===== src/rtl/lc3b_types.sv =====
// Shared LC-3b types for the branch/condition-code controller: condition
// code and word types, the controller state encoding and the CC reset value.
package lc3b_types;

  typedef logic [2:0]  lc3b_nzp;
  typedef logic [15:0] lc3b_word;

  typedef enum logic [1:0] {
    BR_IDLE    = 2'd0,
    BR_WAIT    = 2'd1,
    BR_RESOLVE = 2'd2
  } br_state_t;

  // Condition codes come out of reset as Z.
  localparam lc3b_nzp CC_RESET = 3'b010;

endpackage


===== src/rtl/nzpcomp.sv =====
// NZP comparator: a branch is enabled when any nzp bit it tests is set in cc.
module nzpcomp
  import lc3b_types::*;
(
  input  lc3b_nzp nzp,
  input  lc3b_nzp cc,
  output logic    br_en
);

  assign br_en = |(nzp & cc);

endmodule


===== src/rtl/branch_cc_ctrl.sv =====
// Branch resolution controller: owns the architectural condition codes,
// counts in-flight CC-setting instructions, holds one branch until all older
// CC writes have retired, then compares and issues a one-cycle redirect/flush.
//
// Handshake: a branch transfers on a cycle where br_valid && br_ready. br_ready
// is a decode of the registered state only (high in BR_IDLE), so it never
// depends on br_valid. Decode must keep cc_issue and br_valid low while
// stall_issue is high; the controller does not re-check this.
module branch_cc_ctrl
  import lc3b_types::*;
#(
  parameter int MAX_INFLIGHT = 3
) (
  input  logic      clk,
  input  logic      rst_n,
  input  logic      cc_issue,
  input  logic      cc_wb_valid,
  input  lc3b_nzp   cc_wb_value,
  input  logic      br_valid,
  input  lc3b_nzp   br_nzp,
  input  lc3b_word  br_target,
  output logic      br_ready,
  output logic      stall_issue,
  output logic      redirect_valid,
  output lc3b_word  redirect_pc,
  output logic      flush,
  output lc3b_nzp   cc,
  output logic [15:0] taken_cnt,
  output br_state_t state_dbg
);

  localparam int CW = $clog2(MAX_INFLIGHT + 1);
  localparam logic [CW-1:0] PEND_MAX = CW'(MAX_INFLIGHT);
  localparam logic [CW-1:0] PEND_ONE = CW'(1);

  br_state_t     state, state_next;
  logic [CW-1:0] pending, pending_next;
  lc3b_nzp       cc_q;
  lc3b_nzp       cap_nzp;
  lc3b_word      cap_target;
  logic [15:0]   taken_q;
  logic          accept;
  logic          br_en;
  logic          redirect;

  // Comparator sees only registered values: captured nzp and current cc.
  nzpcomp u_nzpcomp (
    .nzp   (cap_nzp),
    .cc    (cc_q),
    .br_en (br_en)
  );

  assign accept   = br_valid && br_ready;
  assign redirect = (state == BR_RESOLVE) && br_en;

  // Pending count after this cycle's issue/writeback; saturates at both ends.
  always_comb begin
    pending_next = pending;
    unique case ({cc_issue, cc_wb_valid})
      2'b10:   if (pending != PEND_MAX) pending_next = pending + PEND_ONE;
      2'b01:   if (pending != '0)       pending_next = pending - PEND_ONE;
      default: pending_next = pending;
    endcase
  end

  // Next-state logic: resolve once the count seen after this cycle is zero,
  // which is also when the last older writeback has landed in cc.
  always_comb begin
    state_next = state;
    unique case (state)
      BR_IDLE: begin
        if (accept) begin
          state_next = (pending_next == '0) ? BR_RESOLVE : BR_WAIT;
        end
      end
      BR_WAIT: begin
        if (pending_next == '0) state_next = BR_RESOLVE;
      end
      BR_RESOLVE: begin
        state_next = BR_IDLE;
      end
      default: begin
        state_next = BR_IDLE;
      end
    endcase
  end

  // State, counter, cc, captured branch and taken counter registers.
  always_ff @(posedge clk) begin
    if (!rst_n) begin
      state      <= BR_IDLE;
      pending    <= '0;
      cc_q       <= CC_RESET;
      cap_nzp    <= '0;
      cap_target <= '0;
      taken_q    <= '0;
    end else begin
      state   <= state_next;
      pending <= pending_next;
      if (cc_wb_valid) cc_q <= cc_wb_value;
      if (accept) begin
        cap_nzp    <= br_nzp;
        cap_target <= br_target;
      end
      if (redirect) taken_q <= taken_q + 16'd1;
    end
  end

  assign br_ready       = (state == BR_IDLE);
  assign stall_issue    = (pending == PEND_MAX) || (state != BR_IDLE);
  assign redirect_valid = redirect;
  assign flush          = redirect;
  assign redirect_pc    = redirect ? cap_target : '0;
  assign cc             = cc_q;
  assign taken_cnt      = taken_q;
  assign state_dbg      = state;

endmodule


===== config.mk =====
export PLATFORM = sky130hd
export DESIGN_NAME = branch_cc_ctrl
export DESIGN_NICKNAME = d
export VERILOG_FILES = /design/src/rtl/lc3b_types.sv /design/src/rtl/nzpcomp.sv /design/src/rtl/branch_cc_ctrl.sv
export SDC_FILE = /design/constraint.sdc
export NUM_CORES = 1
export LEC_CHECK = 0
export ABC_AREA = 0
export CORE_MARGIN = 5
export CORE_UTILIZATION = 48
export CTS_BUF_LIST = sky130_fd_sc_hd__clkbuf_8 sky130_fd_sc_hd__clkbuf_16
export DETAILED_ROUTE_END_ITERATION = 10
export PLACE_DENSITY = 0.85
export SETUP_SLACK_MARGIN = 0.15
export SKIP_LAST_GASP = 1
export SLEW_MARGIN = 20
export SYNTH_ARGS = -nofsm -noshare
export SYNTH_HDL_FRONTEND = slang
export SYNTH_SLANG_ARGS = --single-unit

===== constraint.sdc =====
create_clock -name clk -period 2.6 [get_ports clk]
set_input_delay 0.52 -clock clk [delete_from_list [all_inputs] [get_ports clk]]
set_output_delay 0.52 -clock clk [all_outputs]
set_load 0.01 [all_outputs]

### Yosys cells after proc, flatten, opt, wreduce, memory -nomap -nowiden

Cells that the tools add are included.
W data, S select, Z words.

* register bits: 42
* input bits: 27

* add/sub/neg operators: 3
* equal/unequal tests: 8
* mux-type cells: 8
* bitwise gates (word level): 1
* reductions and logical operators: 9

Operators with widths (number)
* $add A16 B1 Y16 const B: 1
* $mux W16: 1
* $mux W2: 5
* $pmux W2 S2: 2
* $eq A2 B2 Y1 const B: 3
* $eq A2 B1 Y1 const B: 2
* $logic_not A2 Y1: 2
* $ne A2 B2 Y1 const B: 2
* $reduce_bool A2 Y1: 2
* $and A3 B3 Y3: 1
* $reduce_or A3 Y1: 1
* $add A2 B1 Y2 const B: 1
* $logic_and A1 B1 Y1: 2
* $ne A2 B1 Y1 const B: 1
* $reduce_and A2 Y1: 1
* $sub A2 B1 Y2 const B: 1
* $logic_or A1 B1 Y1: 1

### Depth between registers and ports, before layout

Gate-level depths: netlist of the first run.

* word-level depth: 7
* gate-level depth with buffers: 7

### Cells and area by module

A second synthesis of the first run with hierarchy kept.

* cells, all modules: 222
* area, all modules: 1840.5 um^2

Modules (own cells, without submodules)
* branch_cc_ctrl: times used 1, cells each 220, area each 1826.8 um^2
* nzpcomp: times used 1, cells each 2, area each 13.8 um^2

### Least setup slack after synthesis of the first run

No wires, ideal clock.

* path type: register -> output
* start: reg cc_q[0], in the netlist cc[0]
* end: out redirect_pc[10]
* arrival time: 1.591 ns
* setup slack: 0.489 ns
* stages on the path, launching flop included: 8
* path buffers: 3
* cells stage by stage: dfxtp_1 > a222oi_1 > buf_6 > or2_1 > buf_6 > inv_2 > clkbuf_1 > and2_1

* cells in the longest elaborated chain, start to end: 4

Ends and longest elaborated chain
* start: declaration: line branch_cc_ctrl.sv:38 `lc3b_nzp cc_q;`
* start signal: assignment: line branch_cc_ctrl.sv:100 `if (cc_wb_valid) cc_q <= cc_wb_value;`
* $and A3 B3 Y3: line nzpcomp.sv:10 `assign br_en = |(nzp & cc);`
* $reduce_or A3 Y1: line nzpcomp.sv:10
* $logic_and A1 B1 Y1: line branch_cc_ctrl.sv:54 `assign redirect = (state == BR_RESOLVE) && br_en;`
* via flush: line branch_cc_ctrl.sv:26 `output logic flush,`
* $mux W16: line branch_cc_ctrl.sv:113 `assign redirect_pc = redirect ? cap_target : '0;`
* end: declaration: line branch_cc_ctrl.sv:25 `output lc3b_word redirect_pc,`

The timed path passes the listed nets, and every way through them passes these cells.

### Worst setup path after layout of the first run

* start: reg cc_q[0], in the netlist cc[0]
* end: out redirect_pc[13]

* cells in the longest elaborated chain, start to end: 4

Ends and longest elaborated chain (line)
* $and A3 B3 Y3: nzpcomp.sv:10
* $reduce_or A3 Y1: nzpcomp.sv:10
* $logic_and A1 B1 Y1: branch_cc_ctrl.sv:54
* $mux W16: branch_cc_ctrl.sv:113

Every way passes these cells.

==> impl_metrics.json, run 1 <==
{
  "status": "complete, no violations",
  "cp.required_ps": 2080,
  "fmax_mhz": 419,
  "cp.depth": 5,
  "worst_path_max_delay_cell": "a222oi_1",
  "tightestPinTransition_ps": 635,
  "power_density_nw_per_um2": 475,
  "grt_pass1_wl_um": 7730,
  "syn_area_per_cell_um2": 8.15,
  "first_global_vias": 1774,
  "coreArea_um2": 3740,
  "rsz0062_at_grt": "yes",
  "fin_crit_sh": 0.918,
  "setup_slack_ps": 213,
  "syn_nets": 262,
  "netlist_instances": 232,
  "synth-async-reset-ratio": 0,
  "grt_max_degree": 21,
  "maxCapViolCount": 0,
  "netlist.area_leader.share": 0.445,
  "clkSlewWorstSetupHoldPaths_ps": 80,
  "hold_violations": 0,
  "portBuffers": 67,
  "start_kind": "flop",
  "crit_path_end_kind": "output port",
  "ant_nets": 0,
  "syn_area_um2": 1890,
  "rr_worst_depth": 6,
  "slowest_delay_ps": 430,
  "worst_ir_drop_vdd_mv": 0.448,
  "antenna_found_initial": 0,
  "cp.buffers_inverters": 2,
  "maxSlewViolCount": 0,
  "area_growth_pct": 43.0,
  "tns_ps": 0,
  "fin_nets": 333,
  "setup_violations": 0,
  "clockBufferDepth": 2,
  "crit_type": "flop to output port",
  "io-pin-count": 68,
  "root_buffer": "clkbuf_8",
  "clock_skew_ps": 4.65,
  "drc_errors": 0,
  "synth_area_leaders": "dfxtp_1 44%, nand2_1 9.9%, a21oi_1 7.1%",
  "cts-buffers-inserted": 5,
  "die_y_um": 72.8,
  "crit_chain": "a222oi_1, or2_1, inv_4, and2_1, dlygate4sd2_1",
  "critPathTopFamily": "compound AO/OA/AOI/OAI gates",
  "tritoncts": "yes",
  "regArea_um2": 841,
  "fin_area_um2": 2700,
  "final_cells": 352,
  "synth_common_cells": "50 x nand2_1, 42 x dfxtp_1, 27 x a21oi_1",
  "clock_sinks": 42,
  "cp.arrival_ps": 1870,
  "synth.most_common_cell": "nand2_1",
  "die_x_um": 72.8,
  "min_path_cells": 2,
  "post_dp_cell_area_um2": 2610,
  "vias": 1838,
  "placedCellCount": 342,
  "synth_top_cell_by_area": "dfxtp_1",
  "synth_cell_type_count": 35,
  "yosysWarnings": 0,
  "place.gp.congestion": 0.803,
  "dpl_worst_slack_ps": 253,
  "hold_path.class": "flop to flop",
  "fin_total_pwr_mw": 1.28,
  "first_pass_iters": 4,
  "overflow": 0,
  "n_fill_cell": 306,
  "die_area_um2": 5290,
  "relSlewSlack": 0.576,
  "critPathMaxFanout": 20,
  "yosysSeqAreaShare": 0.445,
  "first_iter_violations": 134,
  "track_usage": 0.185,
  "hold_slack_ps": 452,
  "cts_max_level": 2,
  "wirelength_um": 4760,
  "utilization": 0.722,
  "multiInputGateArea_um2": 958,
  "p_leak_nw": 1.09,
  "ys.flop_type": "dfxtp_1",
  "synth-seq-cells": 42,
  "rows": 22,
  "clk_latency_ps": 300,
  "hpwl_um": 3440,
  "period_needed_ps": 2390,
  "wl_per_cell_um": 13.5,
  "synth_edf_count": 0,
  "start_util": 0.505,
  "layout-drive-gt1-share": 0.0691,
  "viasPerCell": 5.22,
  "num_antenna_cells": 0,
  "hold_buffers": 0
}
-- logic make-up (layout without fill, tap and decap cells) --
group	Yosys count	count (layout)	share of synthesized area
AO/OA/AOI/OAI	38	38	0.111
buffers and inverters	19	91	0.0483
multiplexers	5	5	0.0271
flip-flops	42	42	0.445
adder cells (fa/ha/maj)	3	3	0.0199
AND/OR/NAND/NOR	116	116	0.307
XOR/XNOR	9	9	0.0417
-- routing by layer --
metal  up-vias  track usage  wire [µm]
li1        929            -          -
met3         7       0.0758        398
met4         0       0.0656         70
met2        56        0.306       2280
met1       846        0.215       2010
met5         -            0          0
-- flip-flops by register name, summed over array words and instances (netlist names) --
| register | cells |
|---|---|
| cc | 3 |
| state_dbg | 2 |
| taken_cnt | 16 |
| cap_nzp | 3 |
| pending | 2 |
| cap_target | 16 |
-- path summary, 6_finish.rpt --
| check | start | endpoint | slack, ps |
|---|---|---|---|
| max | cc[0] | redirect_pc[13] | 210 |
| max reg2reg | cc[0] | taken_cnt[11] | 680 |
| min reg2reg | cap_target[12] | cap_target[12] | 450 |
| min | cap_target[12] | cap_target[12] | 450 |
-- cell type report --
class	instances	area share
Multi-Input combinational cell	171	0.355
Sequential cell	42	0.311
Timing Repair Buffer	75	0.265
Clock buffer	6	0.0306
Tap cell	48	0.0222
Inverter	8	0.0120
Clock inverter	2	0.00463
-- layout by cell type (no fill, tap or decap), types with 2 or more instances in the layout --
cell type,Yosys,layout
nand2_1,50,50
clkdlybuf4s50_1,0,49
dfxtp_1,42,42
a21oi_1,27,27
and2_1,17,17
dlygate4sd2_1,0,16
nor2_1,14,14
xnor2_1,9,9
buf_4,1,8
inv_1,7,7
nor4_1,6,6
clkbuf_8,0,6
nand4_1,5,5
o21ai_0,5,5
nand3_1,5,5
mux2i_1,4,4
or4_1,3,3
or3_1,3,3
nor3_1,3,3
ha_1,3,3
nand2b_1,2,2
o31ai_1,2,2
nor4b_1,2,2
dlymetal6s2s_1,0,2
-- worst register-to-register path: stages, from the launching register on --
cell	delay (ps)
dfxtp_1	370
a222oi_1	140
buf_4	150
buf_4	150
or4_4	560
or3_1	320
a21oi_1	150
-- report_power, final --
| part | internal, mW | switching (mW) | total (mW) |
|---|---|---|---|
| logic | 0.0850 | 0.0761 | 0.161 |
| registers | 0.667 | 0.0146 | 0.682 |
| clock network | 0.213 | 0.228 | 0.442 |
| total | 0.966 | 0.319 | 1.28 |
-- timing repair --
| item | in CTS | in global routing |
|---|---|---|
| gates resized for setup | 17 | 2 |
| pin swaps | 2 | 2 |
| setup endpoints to repair | 18 | 18 |
| buffers inserted | 0 | 2 |
No activity file was read; power rests on OpenSTA's default activity.
==> run 2, diff against run 1 <==
--- a/config.mk
+++ b/config.mk
@@ -10,7 +10,7 @@
 export CORE_UTILIZATION = 48
 export CTS_BUF_LIST = sky130_fd_sc_hd__clkbuf_8 sky130_fd_sc_hd__clkbuf_16
 export DETAILED_ROUTE_END_ITERATION = 10
-export PLACE_DENSITY = 0.85
+export PLACE_DENSITY = 0.83
 export SETUP_SLACK_MARGIN = 0.15
 export SKIP_LAST_GASP = 1
 export SLEW_MARGIN = 20
==> impl_metrics.json, run 2 (synthesis results as in run 1) <==
{
  "coreArea_um2": 3740,
  "p_leak_nw": 1.07,
  "tns_ps": 0,
  "cp.arrival_ps": 1810,
  "die_y_um": 72.8,
  "status": "complete, no violations",
  "start_kind": "flop",
  "final_cell_mix": "50 x nand2_1, 50 x clkdlybuf4s50_1, 42 x dfxtp_1",
  "fin_total_pwr_mw": 1.27,
  "relSlewSlack": 0.581,
  "dpl_worst_slack_ps": 310,
  "die_area_um2": 5290,
  "post_dp_cell_area_um2": 2600,
  "cp.required_ps": 2080,
  "portBuffers": 67,
  "critPathMaxFanout": 20,
  "first_pass_iters": 4,
  "fmax_mhz": 430,
  "rows": 22,
  "layout-drive-gt1-share": 0.0596,
  "clock_sinks": 42,
  "first_iter_violations": 124,
  "grt_max_degree": 24,
  "first_global_vias": 1761,
  "tightestPinTransition_ps": 627,
  "hold_violations": 0,
  "area_growth_pct": 41.8,
  "crit_type": "flop to output port",
  "grt_pass1_wl_um": 7850,
  "r2r_end": "taken_cnt[14]",
  "fin_nets": 331,
  "r2r-start": "taken_cnt[0]",
  "holdPathEnd": "cap_target[1]",
  "tritoncts": "yes",
  "crit_chain": "nand2b_1, or2_1, inv_4, clkdlybuf4s50_1",
  "ant_nets": 0,
  "num_antenna_cells": 0,
  "placedCellCount": 341,
  "overflow": 0,
  "place.gp.congestion": 0.795,
  "worst_ir_drop_vdd_mv": 0.310,
  "track_usage": 0.189,
  "maxCapViolCount": 0,
  "cts-buffers-inserted": 5,
  "root_buffer": "clkbuf_8",
  "io-pin-count": 68,
  "min_path_cells": 2,
  "vias": 1804,
  "wl_per_cell_um": 13.5,
  "r2r_slack_ps": 680,
  "setup_slack_ps": 273,
  "hpwl_um": 3550,
  "slowest_delay_ps": 560,
  "rr_worst_depth": 5,
  "cts_max_level": 2,
  "power_density_nw_per_um2": 473,
  "worst_path_max_delay_cell": "clkdlybuf4s50_1",
  "maxSlewViolCount": 0,
  "drc_errors": 0,
  "min_from": "cap_target[1]",
  "utilization": 0.716,
  "hold_path.class": "flop to flop",
  "final_cells": 350,
  "clock_skew_ps": 2.68,
  "clk_latency_ps": 300,
  "viasPerCell": 5.15,
  "setup_violations": 0,
  "start_util": 0.505,
  "period_needed_ps": 2330,
  "fin_area_um2": 2680,
  "hold_slack_ps": 451,
  "wirelength_um": 4730,
  "clkSlewWorstSetupHoldPaths_ps": 80,
  "antenna_found_initial": 0,
  "die_x_um": 72.8,
  "crit_path_end_kind": "output port",
  "clockBufferDepth": 2,
  "rsz0062_at_grt": "yes",
  "fin_crit_sh": 0.895
}
## run 2: changes by cell type in the layout (fill, tap and decap cells not counted), sizes merged
cell           before  now
buf                 8    6
clkdlybuf4s50      49   50
clkinvlp            1    0
dlymetal6s2s        2    1
inv                 8    9
## run 2: per-layer routing
metal / track usage / up-vias / share of wire
met3: 0.0702 / 8 / 0.074
met1: 0.212 / 828 / 0.41
li1: - / 926 / -
met2: 0.332 / 42 / 0.50
met4: 0.0594 / 0 / 0.013
met5: 0 / - / 0
## run 2: area by class of cell
class                      count  area, µm²
fill                         326       1060
multi-input combinational    171        958
sequential                    42        841
timing repair buffer          73        698
clock buffer                   6       82.6
tap                           48       60.1
inverter                       8       32.5
clock inverter                 2       8.76
## run 2: critical path: cells and delay by family (launching register included)
kind / cells / cell delay, ps
flops: 1 / 410
buf+inv: 2 / 720
simple gates: 2 / 380
## run 2: what timing repair did
action	CTS	global route
setup buffers	1	0
gates resized for setup	17	1
hold buffers	0	0
pin swaps	2	0
setup endpoints to repair	16	16
## run 2: power breakdown
group | internal (mW) | switching, mW | leakage [nW]
Combinational | 0.0836 | 0.0746 | 0.678
Clock | 0.210 | 0.217 | 0.0524
Sequential | 0.668 | 0.0147 | 0.342
Total | 0.961 | 0.307 | 1.07
## run 2: how the worst max path moves through the flow
stage,start,end,slack (ps),cells after the start
after global placement,cc_wb_valid,state_dbg[1],320,5
after CTS,state_dbg[1],redirect_valid,250,4
after floorplan,cc[0],redirect_pc[10],490,7
after detailed placement,cc_wb_valid,state_dbg[1],310,5
after global routing,cc[0],flush,100,4
final,state_dbg[1],flush,270,4
